### src/rtl/imem_arb.sv
// Two-requester arbiter in front of a single-port instruction memory with one-cycle read latency.
// Fixed priority (m0 wins) by default; define IMEM_ARB_RR_EN for round-robin arbitration.
module imem_arb #(
  parameter int AW = 32,
  parameter int DW = 32
) (
  input  logic          clk,
  input  logic          rst_n,
  input  logic          m0_req,
  input  logic [AW-1:0] m0_addr,
  output logic          m0_gnt,
  output logic          m0_rvalid,
  output logic [DW-1:0] m0_rdata,
  output logic          m0_rerr,
  input  logic          m0_rready,
  input  logic          m1_req,
  input  logic [AW-1:0] m1_addr,
  output logic          m1_gnt,
  output logic          m1_rvalid,
  output logic [DW-1:0] m1_rdata,
  output logic          m1_rerr,
  input  logic          m1_rready,
  output logic          imem_re,
  output logic [AW-1:0] imem_a,
  input  logic [DW-1:0] imem_rd
);

  typedef enum logic [1:0] {
    IDLE = 2'd0,
    RESP = 2'd1,
    HOLD = 2'd2
  } state_e;

  state_e        state_q, state_d;
  logic          owner_q, owner_d;
  logic          err_q, err_d;
  logic [DW-1:0] hold_data_q, hold_data_d;
  logic          hold_err_q, hold_err_d;

  logic          owner_rready;
  logic          can_grant;
  logic          prefer_m1;
  logic          gnt0, gnt1, gnt_any;
  logic [AW-1:0] gnt_addr;
  logic          gnt_err;
  logic          resp_valid;
  logic [DW-1:0] resp_data;
  logic          resp_err;

`ifdef IMEM_ARB_RR_EN
  // Last granted port; reset value 1 so m0 wins the first tie.
  logic last_q, last_d;

  always_comb begin
    prefer_m1 = (last_q == 1'b0);
    last_d    = gnt_any ? gnt1 : last_q;
  end

  always_ff @(posedge clk or negedge rst_n) begin
    if (!rst_n) begin
      last_q <= 1'b1;
    end else begin
      last_q <= last_d;
    end
  end
`else
  always_comb begin
    prefer_m1 = 1'b0;
  end
`endif

  // Arbitration, memory request and response steering.
  always_comb begin
    owner_rready = owner_q ? m1_rready : m0_rready;
    can_grant    = (state_q == IDLE) || ((state_q == RESP) && owner_rready);

    gnt0    = rst_n && can_grant && m0_req && !(m1_req && prefer_m1);
    gnt1    = rst_n && can_grant && m1_req && !gnt0;
    gnt_any = gnt0 || gnt1;

    gnt_addr = gnt1 ? m1_addr : m0_addr;
    gnt_err  = (gnt_addr[1:0] != 2'b00);

    imem_re = gnt_any && !gnt_err;
    imem_a  = gnt_any ? gnt_addr : '0;

    resp_valid = (state_q == RESP) || (state_q == HOLD);
    resp_data  = '0;
    resp_err   = 1'b0;
    if (state_q == RESP) begin
      resp_data = err_q ? '0 : imem_rd;
      resp_err  = err_q;
    end else if (state_q == HOLD) begin
      resp_data = hold_data_q;
      resp_err  = hold_err_q;
    end

    m0_gnt    = gnt0;
    m1_gnt    = gnt1;
    m0_rvalid = resp_valid && !owner_q;
    m1_rvalid = resp_valid && owner_q;
    m0_rdata  = m0_rvalid ? resp_data : '0;
    m1_rdata  = m1_rvalid ? resp_data : '0;
    m0_rerr   = m0_rvalid && resp_err;
    m1_rerr   = m1_rvalid && resp_err;
  end

  always_comb begin
    state_d     = state_q;
    owner_d     = owner_q;
    err_d       = err_q;
    hold_data_d = hold_data_q;
    hold_err_d  = hold_err_q;

    case (state_q)
      IDLE: begin
        if (gnt_any) state_d = RESP;
      end
      RESP: begin
        if (owner_rready) begin
          state_d = gnt_any ? RESP : IDLE;
        end else begin
          // Memory data is only valid this cycle; park it until the owner is ready.
          state_d     = HOLD;
          hold_data_d = resp_data;
          hold_err_d  = resp_err;
        end
      end
      HOLD: begin
        if (owner_rready) state_d = IDLE;
      end
      default: state_d = IDLE;
    endcase

    if (gnt_any) begin
      owner_d = gnt1;
      err_d   = gnt_err;
    end
  end

  always_ff @(posedge clk or negedge rst_n) begin
    if (!rst_n) begin
      state_q     <= IDLE;
      owner_q     <= 1'b0;
      err_q       <= 1'b0;
      hold_data_q <= '0;
      hold_err_q  <= 1'b0;
    end else begin
      state_q     <= state_d;
      owner_q     <= owner_d;
      err_q       <= err_d;
      hold_data_q <= hold_data_d;
      hold_err_q  <= hold_err_d;
    end
  end

endmodule

### config.mk
export PLATFORM = sky130hd
export DESIGN_NAME = imem_arb
export DESIGN_NICKNAME = d
export VERILOG_FILES = /design/src/rtl/imem_arb.sv
export SDC_FILE = /design/constraint.sdc
export NUM_CORES = 1
export LEC_CHECK = 0
export CAP_MARGIN = 20
export CORE_MARGIN = 10
export CORE_UTILIZATION = 50
export CTS_BUF_LIST = sky130_fd_sc_hd__clkbuf_8
export CTS_CLUSTER_SIZE = 28
export DETAILED_ROUTE_END_ITERATION = 8
export DONT_BUFFER_PORTS = 1
export SLEW_MARGIN = 20
export SYNTH_ARGS = -nofsm -noshare
export SYNTH_HDL_FRONTEND = slang
export SYNTH_SLANG_ARGS = --single-unit
### constraint.sdc
create_clock -name clk -period 3.66 [get_ports clk]
set_input_delay 0.732 -clock clk [delete_from_list [all_inputs] [get_ports clk]]
set_output_delay 0.732 -clock clk [all_outputs]
set_load 0.05 [all_outputs]
## After elaboration in Yosys (flattened, before gate mapping)

Index checks and enable logic that the tools add are counted.

- Memories kept: 0
- Bits in registers: 37
- Word-level logic and storage cells: 45
- Bits in read-only memories: 0
- Bits in writable memories: 0
- Input port bits: 102
- Latch bits: 0
- Output and inout port bits: 103

- Mux-type cells: 15
- Magnitude comparators: 0
- Reductions and logical operators: 20
- Shift operators: 0
- Bitwise operators: 1
- Equal/unequal tests: 4
- Divide/modulo/power cells: 0
- Add/subtract/negate cells: 0
- Multiply operators: 0

Operators with widths:

| operator | count |
|---|---|
| $mux W32 | 7 |
| $logic_and A1 B1 Y1 | 10 |
| $mux W2 | 3 |
| $pmux W2 S3 | 1 |
| $mux W1 | 4 |
| $ne A2 B2 Y1 const B | 2 |
| $reduce_and A2 Y1 | 2 |
| $logic_not A1 Y1 | 3 |
| $logic_or A1 B1 Y1 | 3 |
| $eq A2 B1 Y1 const B | 1 |
| $eq A2 B2 Y1 const B | 1 |
| $logic_not A2 Y1 | 1 |
| $reduce_bool A2 Y1 | 1 |
| $not A1 Y1 | 1 |

## Logic depth before layout (Yosys ltp)

- Depth after elaboration: 11
- Mapped depth: 8
- Gate-level depth less buffers: 6

## Worst setup path before layout

No wires, ideal clock.

- Path type: in2out
- From: in m0_req
- To: out imem_a[10]
- Data arrival time: 2146 ps
- Setup slack: 782 ps
- Stages on the path: 6
- Buffers on the path: 3
- Required time: 2928 ps
- Cells stage by stage: buf_2 > nor2b_1 > buf_2 > clkbuf_1 > a22oi_1 > nor2_1

- Word-level cells in the longest chain between the ends: 5
- Elaborated cells on any way between the ends: 6
- Classes of those cells: 2 x mux; 4 x reduce/logical

Ends and longest elaborated chain:

| what | RTL line | text |
|---|---|---|
| start, declared | 9 | `input logic m0_req,` |
| $logic_and A1 B1 Y1 (*) | 77 | `gnt0 = rst_n && can_grant && m0_req && !(m1_req && prefer_m1);` |
| $logic_not A1 Y1 | 78 | `gnt1 = rst_n && can_grant && m1_req && !gnt0;` |
| $logic_and A1 B1 Y1 | 78 |  |
| $mux W32 or $logic_or A1 B1 Y1 (tied branches) | 81, 79 |  |
| $mux W32 (*) | 85 | `imem_a = gnt_any ? gnt_addr : '0;` |
| end, declared | 24 | `output logic [AW-1:0] imem_a,` |

Mark *: on every way between the ends. The rest lies on a longest branch, timed or not.

## Worst setup path in the final report

- From: reg state_q[1]
- To: out m0_rdata[13]

- Word-level cells in the longest chain between the ends: 4
- Elaborated cells on any way between the ends: 7
- Classes of those cells: 2 x eq/ne; 3 x mux; 2 x reduce/logical

Ends and longest elaborated chain:

| what | RTL line | text |
|---|---|---|
| start, declared | 34 | `state_e state_q, state_d;` |
| start signal, assigned | 149 | `state_q <= state_d;` |
| $eq A2 B2 Y1 or $eq A2 B1 Y1 (tied branches) | 87, 93, 90 |  |
| $mux W32 or $logic_or A1 B1 Y1 (tied branches) | 93, 87 |  |
| $mux W32 or $logic_and A1 B1 Y1 (tied branches) | 90, 100 |  |
| $mux W32 (*) | 102 | `m0_rdata = m0_rvalid ? resp_data : '0;` |
| end, declared | 13 | `output logic [DW-1:0] m0_rdata,` |

Marked as above.

==> reports/metrics.cfg <==
[status]
status = finished, final reports clean

[detailed_routing]
ant_nets = 0
wire_per_inst_um = 18.8
firstDrtPassIters = 4
wl_um = 9920
drt_iter0_drc = 132
vias = 3019
drt-vias-per-instance = 5.72
drc_errors = 0
wl_met3_um = 1330
top_layer = met4
wl_met2_um = 5230
drt-met1-wl_um = 3220

[placement]
dpl_cell_area_um2 = 3390
place.gp.congestion = 0.803
pre_cts_ws_ns = 0.841
hpwlAfterDp_um = 7830
port_buffers = 0
dpl.cell_count = 520

[clock_tree]
cts_htree_levels = 2
clk_latency_ns = 0.29
clock_path_buffers = 2
ctsHoldBuffers = 0
cts.sinks = 37
clk_pin_slew_ns = 0.08
cts_buffers = 5
cts_tree = done
cts_resized = 0
cts_setup_buffers = 0
cts_root_buffer = clkbuf_8

[synth]
syn_inst = 381
yosys.area.top_type_share_pct = 34.3
synthTopCellsByCount = 107 x nor2_1, 71 x nand2_1, 37 x dfrtp_1
ys_warn_count = 0
ys_ff_latch = 37
synth_area_um2 = 2700
yosysSeqAreaShare_pct = 34.3
syn_nets = 486
synth_most_common_cell = nor2_1
synthArstFlopShare_pct = 100
postSynthAreaPerCell_um2 = 7.08
yosys-top-cells-area = dfrtp_1 34%, nor2_1 15%, a32oi_1 10%
synth_edf_count = 0
synthFlopType = dfrtp_1
yosys.area.top_type = dfrtp_1
ys_types = 26

[timing]
fmax_mhz = 318
fin_crit_sh_pct = 86.0
worstMarginPinSlew_ns = 1.02
hold_slack_ns = 0.130
slew_headroom_pct = 31.8
tns_ns = 0
setup_viol_count_final = 0
clock_skew_ns = 0.00538
fin_crit_ns = 3.15
finalHoldViolations = 0
setup_ws_ns = 0.514
rsz0062_at_grt = no
report.final.slew_viol_count = 0

[finish]
diodes = 0
drive_above_1_share_pct = 26.6
finish.instance_area_um2 = 3530
post-route-util_pct = 68.3
syn2layout_area_growth_pct = 31.0
fin_cells = 528
nets = 562

[global_route]
grt_pass1_wl_um = 15200
antenna_found_initial = 0
grt_overflow = 0
grt_max_degree = 68
grt_pass1_vias = 3019
track_usage_pct = 21.2

[worst_setup_path]
arrival_ns = 2.41
end_kind = output pin
worstSetupStartpointType = flip-flop
path_class = reg -> out
critPathMaxFanout = 20
required_ns = 2.93

[power]
switchingPower_mw = 1.45
power_frac_comb_pct = 60.6
vdd_drop_max_mv = 0.355
pwr-share-clk_pct = 15.4
seqPwrFrac_pct = 24.0
swShare_pct = 53.2
total_power_mw = 2.73
p_int_mw = 1.28
power_density_nw_per_um2 = 773
p_leak_nw = 1.65

[floorplan]
io_pins = 205
core_um2 = 5170
initial_core_util_pct = 52.1
die_x_um = 93.4
die_h_um = 93.4
dieArea_um2 = 8730
row_count = 26

[min_path]
holdCritPathClass = in -> async

[job]
drv_cap = 0

==> per-layer routing <==
layer  vias up  GRT usage, %
li1       1480             -
met1      1373          22.0
met2       156          37.9
met3        10          9.75
met4         0          4.88
met5         -             0
==> critical path, stage by stage, from the launching register on <==
cell and delay (ns):
dfrtp_1 0.34, inv_1 0.08, ha_1 0.36, nor2b_2 0.51
buf_4 0.35, a32oi_1 0.12, nor2_1 0.14, buf_4 0.21
==> layout make-up <==
class	count	area [um2]
Fill cell	463	1640
Multi-Input combinational cell	298	1540
Sequential cell	37	926
Timing Repair Buffer	109	818
Tap cell	70	87.6
Clock buffer	5	68.8
Clock inverter	3	65.1
Inverter	6	22.5
==> power groups by stage <==
stage | clock, mW | sequential [mW] | combinational [mW]
global placement | 0 | 0.659 | 1.63
CTS | 0.429 | 0.654 | 1.66
finish | 0.421 | 0.654 | 1.65
floorplan | 0 | 0.634 | 1.33
global route | 0.444 | 0.672 | 1.81
detailed placement | 0 | 0.661 | 1.66
==> cell families after synthesis <==
group	count (synthesis)	synth area share [%]
DFF	37	34.3
buffers and inverters	46	8.82
AOI/OAI and AO/OA	111	29.0
adders and majority gates	3	1.39
and+or+nand+nor	183	26.0
muxes	1	0.510
==> sequential cells by signal, indices dropped and copies added (netlist names) <==
| name | cells |
|---|---|
| owner_q | 1 |
| err_q | 1 |
| state_q | 2 |
| hold_data_q | 32 |
| hold_err_q | 1 |
==> worst paths after layout <==
path	from	endpoint	slack (ns)	cells past startpoint
setup / recovery	state_q[1]	m0_rdata[13]	0.51	7
hold / removal	rst_n	hold_data_q[11]	0.13	0
setup reg to reg	state_q[1]	owner_q	1.31	6
hold reg to reg	hold_data_q[2]	hold_data_q[2]	0.49	2
max in group asynchronous	rst_n	hold_data_q[1]	3.44	0
min in group clk	hold_data_q[2]	hold_data_q[2]	0.49	2
==> layout by cell type, fill, tap and decap left out <==
| cell type | instances |
|---|---|
| clkinv_2 | 1 |
| o22ai_2 | 1 |
| a221oi_1 | 1 |
| a22oi_1 | 35 |
| o21a_1 | 1 |
| nand2_1 | 71 |
| inv_1 | 5 |
| dfrtp_1 | 37 |
| a32oi_1 | 31 |
| ha_1 | 3 |
| bufinv_16 | 2 |
| a21o_1 | 1 |
| o22a_1 | 1 |
| clkinv_1 | 1 |
| o21ai_0 | 27 |
| nand3b_1 | 1 |
| a31oi_1 | 1 |
| o21ai_1 | 10 |
| nor2b_2 | 2 |
| nand2b_1 | 1 |
| mux2i_2 | 1 |
| clkbuf_8 | 5 |
| nor2_1 | 107 |
| buf_4 | 109 |
| a21oi_1 | 2 |
| nand2_4 | 1 |
No activity file was read; power rests on OpenSTA's default activity.
